===== src/rtl/cache_mem_arbiter_pkg.sv =====
`default_nettype none
// Shared types for cache_mem_arbiter: FSM encodings, read-request capture struct
// and the address alignment helper used by both the read and write paths.
package cache_mem_arbiter_pkg;

  typedef enum logic [1:0] {
    R_IDLE = 2'd0,
    R_ADDR = 2'd1,
    R_DATA = 2'd2
  } rd_state_e;

  typedef enum logic [1:0] {
    W_IDLE = 2'd0,
    W_ADDR = 2'd1,
    W_DATA = 2'd2,
    W_RESP = 2'd3
  } wr_state_e;

  typedef enum logic {
    OWN_IC = 1'b0,
    OWN_DC = 1'b1
  } owner_e;

  localparam int unsigned WORD_BYTES         = 4;
  localparam int unsigned LINE_WORDS_DEFAULT = 4;

  function automatic int unsigned line_off_w(input int unsigned line_words);
    return $clog2(WORD_BYTES * line_words);
  endfunction

  localparam int unsigned LINE_OFF_W_DEFAULT = line_off_w(LINE_WORDS_DEFAULT);

  typedef struct packed {
    logic [31:0] addr;
    logic        single;
    owner_e      owner;
  } rd_req_t;

  // Cached accesses drop the whole line offset; single-word accesses only the byte offset.
  function automatic logic [31:0] align_addr(input logic [31:0] addr, input logic single,
                                             input int unsigned off_w);
    logic [31:0] mask;
    mask = single ? 32'hFFFF_FFFC : ~((32'h1 << off_w) - 32'h1);
    return addr & mask;
  endfunction

endpackage
`default_nettype wire


===== src/rtl/cache_mem_arbiter_mem_wr_buf.sv =====
`default_nettype none
// Single-entry dcache write buffer: captures a line or single store, bursts it to
// memory, waits for the write response and flags reads that hit the buffered line.
module cache_mem_arbiter_mem_wr_buf
  import cache_mem_arbiter_pkg::*;
#(
  parameter int unsigned LINE_WORDS = 4
) (
  input  logic                       clk_i,
  input  logic                       reset_i,
  input  logic                       wr_req_i,
  input  logic [31:0]                wr_addr_i,
  input  logic                       wr_single_i,
  input  logic [3:0]                 wr_strb_i,
  input  logic [32*LINE_WORDS-1:0]   wr_data_i,
  output logic                       wr_rdy_o,
  output logic                       mem_wr_req_o,
  output logic [31:0]                mem_wr_addr_o,
  output logic [7:0]                 mem_wr_len_o,
  input  logic                       mem_wr_ready_i,
  output logic                       mem_wr_valid_o,
  output logic                       mem_wr_last_o,
  output logic [31:0]                mem_wr_data_o,
  output logic [3:0]                 mem_wr_strb_o,
  input  logic                       mem_wr_data_ready_i,
  input  logic                       mem_wr_done_i,
  input  logic [31:0]                chk_a_addr_i,
  input  logic [31:0]                chk_b_addr_i,
  output logic                       hit_a_o,
  output logic                       hit_b_o
);

  localparam int unsigned     OFF_W     = line_off_w(LINE_WORDS);
  localparam int unsigned     CNT_W     = $clog2(LINE_WORDS);
  localparam logic [CNT_W-1:0] CNT_MAX  = CNT_W'(LINE_WORDS - 1);
  localparam logic [7:0]      BURST_LEN = 8'(LINE_WORDS - 1);

  wr_state_e                    state_q;
  logic [31:0]                  addr_q;
  logic [3:0]                   strb_q;
  logic                         single_q;
  logic [LINE_WORDS-1:0][31:0]  data_q;
  logic [CNT_W-1:0]             cnt_q;
  logic                         beat_last;
  logic                         busy;

  assign beat_last = single_q || (cnt_q == CNT_MAX);

  always_ff @(posedge clk_i) begin
    if (reset_i) begin
      state_q  <= W_IDLE;
      addr_q   <= '0;
      strb_q   <= '0;
      single_q <= 1'b0;
      data_q   <= '0;
      cnt_q    <= '0;
    end else begin
      case (state_q)
        W_IDLE: if (wr_req_i) begin
          addr_q   <= align_addr(wr_addr_i, wr_single_i, OFF_W);
          strb_q   <= wr_single_i ? wr_strb_i : 4'hF;
          single_q <= wr_single_i;
          data_q   <= wr_data_i;
          state_q  <= W_ADDR;
        end
        W_ADDR: if (mem_wr_ready_i) begin
          cnt_q   <= '0;
          state_q <= W_DATA;
        end
        W_DATA: if (mem_wr_data_ready_i) begin
          if (beat_last) state_q <= W_RESP;
          else           cnt_q   <= cnt_q + 1'b1;
        end
        W_RESP: if (mem_wr_done_i) state_q <= W_IDLE;
        default: state_q <= W_IDLE;
      endcase
    end
  end

  assign wr_rdy_o       = (state_q == W_IDLE) && wr_req_i;
  assign mem_wr_req_o   = (state_q == W_ADDR);
  assign mem_wr_addr_o  = mem_wr_req_o ? addr_q : '0;
  assign mem_wr_len_o   = mem_wr_req_o ? (single_q ? 8'd0 : BURST_LEN) : '0;
  assign mem_wr_valid_o = (state_q == W_DATA);
  assign mem_wr_last_o  = mem_wr_valid_o && beat_last;
  assign mem_wr_data_o  = mem_wr_valid_o ? data_q[cnt_q] : '0;
  assign mem_wr_strb_o  = mem_wr_valid_o ? strb_q : '0;

  // The buffer stays a hazard until the response cycle has retired it.
  assign busy    = (state_q != W_IDLE);
  assign hit_a_o = busy && (align_addr(chk_a_addr_i, 1'b0, OFF_W) == align_addr(addr_q, 1'b0, OFF_W));
  assign hit_b_o = busy && (align_addr(chk_b_addr_i, 1'b0, OFF_W) == align_addr(addr_q, 1'b0, OFF_W));

endmodule
`default_nettype wire


===== src/rtl/cache_mem_arbiter.sv =====
`default_nettype none
// Arbitrates icache/dcache reads onto one memory read channel (round-robin, one
// outstanding) and forwards dcache writes through the write buffer.
module cache_mem_arbiter
  import cache_mem_arbiter_pkg::*;
#(
  parameter int unsigned LINE_WORDS = 4
) (
  input  logic                      clk_i,
  input  logic                      reset_i,
  input  logic                      ic_rd_req_i,
  input  logic [31:0]               ic_rd_addr_i,
  input  logic                      ic_rd_single_i,
  output logic                      ic_rd_rdy_o,
  output logic                      ic_ret_valid_o,
  output logic                      ic_ret_last_o,
  output logic [31:0]               ic_ret_data_o,
  input  logic                      dc_rd_req_i,
  input  logic [31:0]               dc_rd_addr_i,
  input  logic                      dc_rd_single_i,
  output logic                      dc_rd_rdy_o,
  output logic                      dc_ret_valid_o,
  output logic                      dc_ret_last_o,
  output logic [31:0]               dc_ret_data_o,
  input  logic                      dc_wr_req_i,
  input  logic [31:0]               dc_wr_addr_i,
  input  logic                      dc_wr_single_i,
  input  logic [3:0]                dc_wr_strb_i,
  input  logic [32*LINE_WORDS-1:0]  dc_wr_data_i,
  output logic                      dc_wr_rdy_o,
  output logic                      mem_rd_req_o,
  output logic [31:0]               mem_rd_addr_o,
  output logic [7:0]                mem_rd_len_o,
  input  logic                      mem_rd_ready_i,
  input  logic                      mem_rd_valid_i,
  input  logic                      mem_rd_last_i,
  input  logic [31:0]               mem_rd_data_i,
  output logic                      mem_wr_req_o,
  output logic [31:0]               mem_wr_addr_o,
  output logic [7:0]                mem_wr_len_o,
  input  logic                      mem_wr_ready_i,
  output logic                      mem_wr_valid_o,
  output logic                      mem_wr_last_o,
  output logic [31:0]               mem_wr_data_o,
  output logic [3:0]                mem_wr_strb_o,
  input  logic                      mem_wr_data_ready_i,
  input  logic                      mem_wr_done_i
);

  localparam int unsigned OFF_W     = line_off_w(LINE_WORDS);
  localparam logic [7:0]  BURST_LEN = 8'(LINE_WORDS - 1);

  rd_state_e rd_state_q;
  rd_req_t   req_q;
  rd_req_t   req_d;
  owner_e    last_winner_q;
  logic      ic_hit, dc_hit;
  logic      ic_elig, dc_elig;
  logic      grant_ic, grant_dc;
  logic      beat_ok;

  cache_mem_arbiter_mem_wr_buf #(.LINE_WORDS(LINE_WORDS)) u_wr_buf (
    .clk_i               (clk_i),
    .reset_i             (reset_i),
    .wr_req_i            (dc_wr_req_i),
    .wr_addr_i           (dc_wr_addr_i),
    .wr_single_i         (dc_wr_single_i),
    .wr_strb_i           (dc_wr_strb_i),
    .wr_data_i           (dc_wr_data_i),
    .wr_rdy_o            (dc_wr_rdy_o),
    .mem_wr_req_o        (mem_wr_req_o),
    .mem_wr_addr_o       (mem_wr_addr_o),
    .mem_wr_len_o        (mem_wr_len_o),
    .mem_wr_ready_i      (mem_wr_ready_i),
    .mem_wr_valid_o      (mem_wr_valid_o),
    .mem_wr_last_o       (mem_wr_last_o),
    .mem_wr_data_o       (mem_wr_data_o),
    .mem_wr_strb_o       (mem_wr_strb_o),
    .mem_wr_data_ready_i (mem_wr_data_ready_i),
    .mem_wr_done_i       (mem_wr_done_i),
    .chk_a_addr_i        (ic_rd_addr_i),
    .chk_b_addr_i        (dc_rd_addr_i),
    .hit_a_o             (ic_hit),
    .hit_b_o             (dc_hit)
  );

  // Hazard uses the pre-capture buffer state, so a same-cycle write does not block.
  always_comb begin
    ic_elig  = ic_rd_req_i && !ic_hit;
    dc_elig  = dc_rd_req_i && !dc_hit;
    grant_dc = (rd_state_q == R_IDLE) && dc_elig && (!ic_elig || (last_winner_q == OWN_IC));
    grant_ic = (rd_state_q == R_IDLE) && ic_elig && (!dc_elig || (last_winner_q == OWN_DC));
    if (grant_dc) begin
      req_d = '{addr: align_addr(dc_rd_addr_i, dc_rd_single_i, OFF_W),
                single: dc_rd_single_i, owner: OWN_DC};
    end else begin
      req_d = '{addr: align_addr(ic_rd_addr_i, ic_rd_single_i, OFF_W),
                single: ic_rd_single_i, owner: OWN_IC};
    end
  end

  assign ic_rd_rdy_o = grant_ic;
  assign dc_rd_rdy_o = grant_dc;

  always_ff @(posedge clk_i) begin
    if (reset_i) begin
      rd_state_q    <= R_IDLE;
      req_q         <= '0;
      last_winner_q <= OWN_IC;
    end else begin
      case (rd_state_q)
        R_IDLE: if (grant_ic || grant_dc) begin
          req_q         <= req_d;
          last_winner_q <= req_d.owner;
          rd_state_q    <= R_ADDR;
        end
        R_ADDR: if (mem_rd_ready_i) rd_state_q <= R_DATA;
        R_DATA: if (mem_rd_valid_i && mem_rd_last_i) rd_state_q <= R_IDLE;
        default: rd_state_q <= R_IDLE;
      endcase
    end
  end

  assign mem_rd_req_o  = (rd_state_q == R_ADDR);
  assign mem_rd_addr_o = mem_rd_req_o ? req_q.addr : '0;
  assign mem_rd_len_o  = mem_rd_req_o ? (req_q.single ? 8'd0 : BURST_LEN) : '0;

  assign beat_ok        = (rd_state_q == R_DATA) && mem_rd_valid_i;
  assign ic_ret_valid_o = beat_ok && (req_q.owner == OWN_IC);
  assign dc_ret_valid_o = beat_ok && (req_q.owner == OWN_DC);
  assign ic_ret_last_o  = ic_ret_valid_o && mem_rd_last_i;
  assign dc_ret_last_o  = dc_ret_valid_o && mem_rd_last_i;
  assign ic_ret_data_o  = ic_ret_valid_o ? mem_rd_data_i : '0;
  assign dc_ret_data_o  = dc_ret_valid_o ? mem_rd_data_i : '0;

endmodule
`default_nettype wire


===== config.mk =====
export PLATFORM = sky130hd
export DESIGN_NAME = cache_mem_arbiter
export DESIGN_NICKNAME = d
export VERILOG_FILES = /design/src/rtl/cache_mem_arbiter_pkg.sv /design/src/rtl/cache_mem_arbiter_mem_wr_buf.sv /design/src/rtl/cache_mem_arbiter.sv
export SDC_FILE = /design/constraint.sdc
export NUM_CORES = 1
export LEC_CHECK = 0
export CORE_AREA = 5 5 176 178
export CTS_BUF_LIST = sky130_fd_sc_hd__clkbuf_8
export CTS_CLUSTER_SIZE = 8
export DETAILED_ROUTE_END_ITERATION = 8
export DIE_AREA = 0 0 181 183
export DONT_BUFFER_PORTS = 1
export SLEW_MARGIN = 20
export SYNTH_ARGS = -nofsm -noshare
export SYNTH_HDL_FRONTEND = slang
export SYNTH_HIERARCHICAL = 1
export SYNTH_SLANG_ARGS = --single-unit
export TNS_END_PERCENT = 20

===== constraint.sdc =====
create_clock -name clk_i -period 2.6 [get_ports clk_i]
set_clock_uncertainty 0.05 [all_clocks]
set_input_delay 0.39 -clock clk_i [delete_from_list [all_inputs] [get_ports clk_i]]
set_output_delay 0.39 -clock clk_i [all_outputs]
set_load 0.02 [all_outputs]

# Word level (Yosys, flattened, before mapping)
# Index checks and enable logic that the tools add are counted.
totals:
  reg_bits: 205
  input_bits: 274
  output_inout_bits: 191
  elab_cells: 100
op_classes:
  addsub: 1
  order_cmp: 1
  eq_ne: 17
  muxes: 31
  bitwise_logic: 4
  n_reduce_logical: 33
op_table:
  columns: ["operator", "n"]
  rows:
  - ["two-way mux 32 bit", 6]
  - ["bitwise AND 32 bit", 3]
  - ["binary-select mux 32 bit (select 2 bit)", 1]
  - ["== test 28 bit", 2]
  - ["two-way mux 34 bit", 1]
  - ["two-way mux 2 bit", 14]
  - ["two-way mux 4 bit", 5]
  - ["logical AND 1 bit", 16]
  - ["inequality test 2 bit, second input constant", 7]
  - ["== test 2 bit, second input constant", 4]
  - ["two-way mux 8 bit", 1]
  - ["one-hot mux 2 bit (4 select lines)", 1]
  - ["one-hot mux 2 bit (3 select lines)", 1]
  - ["AND reduction 5 bit", 1]
  - ["== test 2 x 1 -> 1 bit, second input constant", 2]
  - ["logical NOT 1 bit", 4]
  - ["logical NOT 2 bit", 2]
  - ["logical OR 1 bit", 4]
  - ["inequality test 2 x 1 -> 1 bit, second input constant", 2]
  - ["one-hot mux 2 bit (2 select lines)", 1]
  - ["AND reduction 2 bit", 2]
  - ["AND reduction 4 bit", 1]
  - ["nonzero test 2 bit", 2]
  - ["less-than comparator 2 x 3 -> 1 bit, second input constant", 1]
  - ["other kinds (3)", 3]

# Logic depth before layout (Yosys ltp)
logic_depth:
  depth_word: 10
  mapped_depth: 11
  depth_no_buf: 9

# By module
# The synthesis kept the hierarchy.
by_module_without_submodules:
  columns: ["mod", "instances", "cells_per_inst", "area_each_um2", "seq_area_each_um2"]
  rows:
  - ["cache_mem_arbiter_mem_wr_buf", 1, 946, 7888.8, 3343.2]
  - ["cache_mem_arbiter", 1, 285, 2343.5, 680.7]

# Worst setup path before layout
# OpenSTA, ideal clock, no wires.
synth_path:
  path_kind: "input port to output port"
  start: "in ic_rd_addr_i[28]"
  end: "out dc_rd_rdy_o"
  arrival_ns: 2.160
  required_ns: 2.160
  slack_ns: 0.000
  path_stages: 9
  path_buffers: 2
  cell_sequence: "xor2_1 > nor4_1 > nand4_1 > nor4_1 > nand3b_1 > or4b_1 > buf_2 > buf_6 > inv_1"
synth_between:
  elab_chain_cells: 7
synth_rtl:
  columns: ["element", "line_no", "source"]
  rows:
  - ["start: declaration", "cache_mem_arbiter.sv:12", "input logic [31:0] ic_rd_addr_i,"]
  - ["== test 28 bit", "cache_mem_arbiter_mem_wr_buf.sv:91", "assign hit_a_o = busy && (align_addr(chk_a_addr_i, 1'b0, OFF_W) == align_addr(addr_q, 1'b0, OFF_W));"]
  - ["logical AND 1 bit", "cache_mem_arbiter_mem_wr_buf.sv:91", null]
  - ["net ic_hit", "cache_mem_arbiter.sv:57", "logic ic_hit, dc_hit;"]
  - ["logical NOT 1 bit", "cache_mem_arbiter.sv:89", "ic_elig = ic_rd_req_i && !ic_hit;"]
  - ["logical AND 1 bit", "cache_mem_arbiter.sv:89", null]
  - ["logical NOT 1 bit", "cache_mem_arbiter.sv:91", "grant_dc = (rd_state_q == R_IDLE) && dc_elig && (!ic_elig || (last_winner_q == OWN_IC));"]
  - ["logical OR 1 bit", "cache_mem_arbiter.sv:91", null]
  - ["logical AND 1 bit", "cache_mem_arbiter.sv:91", null]
  - ["end: declaration", "cache_mem_arbiter.sv:21", "output logic dc_rd_rdy_o,"]
# The timed path passes the listed nets, and every way through them passes these cells.

# Worst setup path in the final report
layout_path:
  start: "reg u_wr_buf.addr_q[4]"
  end: "out dc_rd_rdy_o"
layout_between:
  elab_chain_cells: 7
  elab_cells_between_ends: 12
  cone_classes: "eq/ne (2); reduce/logical (10)"
layout_rtl:
  columns: ["element", "line_no", "source"]
  rows:
  - ["start: declaration", "cache_mem_arbiter_mem_wr_buf.sv:39", "logic [31:0] addr_q;"]
  - ["start signal: assignment", "cache_mem_arbiter_mem_wr_buf.sv:60", "addr_q <= align_addr(wr_addr_i, wr_single_i, OFF_W);"]
  - ["== test 28 bit", "cache_mem_arbiter_mem_wr_buf.sv:91", null]
  - ["logical AND 1 bit", "cache_mem_arbiter_mem_wr_buf.sv:91", null]
  - ["net ic_hit", "cache_mem_arbiter.sv:57", null]
  - ["logical NOT 1 bit", "cache_mem_arbiter.sv:89", null]
  - ["logical AND 1 bit", "cache_mem_arbiter.sv:89", null]
  - ["logical NOT 1 bit", "cache_mem_arbiter.sv:91", null]
  - ["logical OR 1 bit", "cache_mem_arbiter.sv:91", null]
  - ["logical AND 1 bit", "cache_mem_arbiter.sv:91", null]
# The timed path passes the listed nets, and every way through them passes these cells.

==> run summary <==
========================================================================================
Status                                                                      finished with violations
Violations in the final reports                                             setup timing
Top post-synthesis cells by area                                            dfxtp_1, nand2_1, and2_1
Startpoint type of the worst setup path                                             flop
Number of diodes added for antenna fixing                                              0
I/O Pins                                                                             465
Top cell type's share of synthesized area                                          39.3%
Post-synth design cell area                                                   10,200 µm²
Initial antenna violation count                                                        1
Count of synthesis-stage warnings from yosys                                           6
Pleak                                                                            5.47 nW
Slew at the pin closest to its max-slew limit                                   0.630 ns
Post-detailed-route via-to-cell ratio                                               5.26
Number of optimization iterations in the first detailed-route pass                     7
Final RePlAce weighted congestion                                                  0.954
Number of hold violations in the final report                                          0
Leading register cell type out of synthesis                                      dfxtp_1
Initial Util                                                                       35.0%
RSZ-0062 raised after global routing                                                true
EDFF count, synth                                                                      0
Rows                                                                                  63
Filler cell count in the final layout                                              2,832
Final critical delay including setup and external delays                         3.21 ns
Fmax achieved                                                                    312 MHz
Num CTS Buffers                                                                       38
Endpoint arrival time on the critical path                                       2.77 ns
Global-route wire length before repair                                           61.3 mm
1st-iter DRT viols                                                                   619
Number of clock sinks                                                                201
DRC violations left                                                                    0
Instance area at placement                                                    10,800 µm²
Worst hold slack after final layout                                            0.0184 ns
Portion of the clock cycle consumed by the worst path in the final layout           123%
Number of global-route vias before repair                                          9,755
CTS tree                                                                            done
Core ar.                                                                      29,200 µm²
Total wire length after detailed routing                                         42.0 mm
Estimated wirelength of the detail-placed design                                 30.1 mm
Largest net degree at the start of global routing                                    121
Final slew viol count                                                                  0
Setup Total Neg Slack                                                          -10.27 ns
Pwr/cell area                                                                 822 nW/µm²
Number of instances in the synthesized netlist                                     1,231
Total Die Area                                                                33,100 µm²
Sequential cell area fraction in the yosys report                                  39.3%
Asr flop ratio synth                                                                  0%
Critical setup path kind                                                    flop to primary output
Signed area change from the synthesized netlist to the final layout                30.5%
Power after layout                                                               11.0 mW
Die Y                                                                             183 µm
Max-cap check violation count                                                          0
Data required, critical path                                                     2.16 ns
Syn avg cell area                                                               8.31 µm²
Overall global routing resource usage                                              23.8%
Detailed-route wire length per cell                                              23.1 µm
Type of the worst min-delay path                                            primary input to flop
Final worst-path setup slack                                                   -0.609 ns
Clk pin slew, worst setup/hold paths                                             0.06 ns
Antenna-violating nets left                                                            0
Routed via count                                                                   9,555
Fraction of final layout cells with drive strength greater than 1                  13.0%
Library cell occupying the most area in the post-synthesis netlist               dfxtp_1
Maximum level of the CTS H-tree                                                        2
Die boundary width                                                                181 µm
Net count reported at finish                                                       1,678
Maximum buffer depth of the clock tree                                                 3
Post-route standard cell area excluding fillers                               13,400 µm²
Setup-failing EPs final                                                               34
Seq cells post-synth                                                                 201
Worst ir drop on vdd                                                            0.462 mV
Utilization of the core after routing                                              45.7%
Clk_lat worst skew                                                               0.53 ns
Clock root buffer                                                               clkbuf_8
Max Fanout on Critical Path                                                            2
Kind of end point of the critical path                                      primary output
IO Port Bufs                                                                           0
Worst relative slew slack                                                          58.0%
Remaining Overflow, GRT                                                                0
Unique masters post-synth                                                             41
========================================================================================
routing by layer:
layer  global-route usage, %  routed length (µm)  vias to the layer above  part of all wire [%]
li1                        -                   -                     4434                     -
met1                    25.8               14700                     4542                    35
met2                    43.9               21500                      499                    51
met3                    7.97                4200                       80                    10
met4                    7.51                1500                        0                   3.6
met5                       0                   0                        -                     0
cells in the final DEF (no fill, tap or decap), types with 2 or more instances in the layout:
master | netlist | final
nand4_1 | 8 | 8
nor2_1 | 44 | 43
nor3_1 | 33 | 33
buf_4 | 18 | 56
and2_2 | 0 | 4
conb_1 | 2 | 16
dfxtp_2 | 0 | 5
xor2_1 | 34 | 34
a311oi_1 | 3 | 3
buf_12 | 3 | 9
nand2_1 | 320 | 319
clkbuf_8 | 0 | 47
mux4_2 | 9 | 9
nand3_1 | 7 | 7
xnor2_1 | 22 | 22
and2_1 | 162 | 158
a21oi_1 | 165 | 165
dfxtp_1 | 201 | 195
a221oi_2 | 26 | 27
buf_16 | 0 | 2
buf_6 | 4 | 2
inv_1 | 6 | 22
mux4_1 | 23 | 23
nor2b_1 | 10 | 8
nand2b_1 | 2 | 2
a221oi_4 | 0 | 2
ha_1 | 5 | 4
nor3b_1 | 4 | 4
nor4_1 | 11 | 6
nor4_2 | 0 | 5
dlygate4sd3_1 | 0 | 159
o21ai_0 | 4 | 4
through the flow:
stage / cells / worst slack, ns
after floorplan: 1245 / 0.000443
after global placement: 1585 / -0.380
after detailed placement: 1585 / -0.397
after CTS: 1816 / -0.553
after global routing: 1818 / -0.655
final: 1818 / -0.609
sequential cells by signal, indices dropped and copies added, names as in the netlist:
signal,cells
u_wr_buf/addr_q,30
last_winner_q,1
u_wr_buf/state_q,2
u_wr_buf/data_q,128
rd_state_q,2
u_wr_buf/single_q,1
u_wr_buf/strb_q,4
u_wr_buf/cnt_q,2
req_q,31
cell usage after synthesis (8+ instances only):
cell type and instances:
and2_1 162, nand2_1 320, buf_4 18, clkbuf_1 52, xnor2_1 22, buf_1 8, mux4_2 9, nor2_1 44
nand4_1 8, dfxtp_1 201, mux4_1 23, xor2_1 34, buf_2 30, a21oi_1 165, nor4_1 11, a221oi_2 26
nor3_1 33, nor2b_1 10
kinds of logic after synthesis:
group	after synthesis	share of synthesized area [%]
AO/OA/AOI/OAI	206	13.1
XOR/XNOR	56	4.79
flip-flops	201	39.3
adder cells (fa/ha/maj)	5	0.611
multiplexers	32	7.89
AND/OR/NAND/NOR	608	28.0
other	2	0.0734
buffers and inverters	121	6.24
final timing paths:
check / from / slack (ns) / endpoint / cells past startpoint
hold / removal: dc_wr_strb_i[1] / 0.02 / u_wr_buf/strb_q[1] / 2
hold reg to reg: u_wr_buf/data_q[3] / 0.40 / u_wr_buf/data_q[3] / 2
setup reg to reg: u_wr_buf/addr_q[4] / -0.34 / req_q[29] / 11
setup / recovery: u_wr_buf/addr_q[4] / -0.61 / dc_rd_rdy_o / 9
power breakdown:
group / switching (mW) / internal, mW
Sequential: 0.379 / 3.65
Combinational: 2.25 / 1.59
Clock: 1.37 / 1.73
final cells by class:
class,instances,area [µm²],share of cell area (%)
Multi-Input combinational cell,923,5740,43.0
Sequential cell,201,4030,30.2
Timing Repair Buffer,229,2290,17.2
Clock buffer,47,647,4.84
Tap cell,390,488,3.65
Clock inverter,22,121,0.909
Inverter,6,25.0,0.187
critical path, stage by stage (launching register included):
cell	delay, ns
dfxtp_2	0.34
xor2_1	0.14
nor4_1	0.30
nand4_1	0.20
nor4_2	0.32
buf_4	0.17
nand3b_1	0.12
or4b_4	0.48
inv_2	0.07
buf_6	0.11
what timing repair did:
action                                  4_1_cts  5_1_grt
cloned                                        1        1
hold buffers                                160        0
setup buffers                                 1        2
endpoints found under the setup margin       72      106
pin swaps                                     5        8
gates resized for setup                      15       10
endpoints found under the hold margin       201        0
Power figures use the tool's default switching activity.
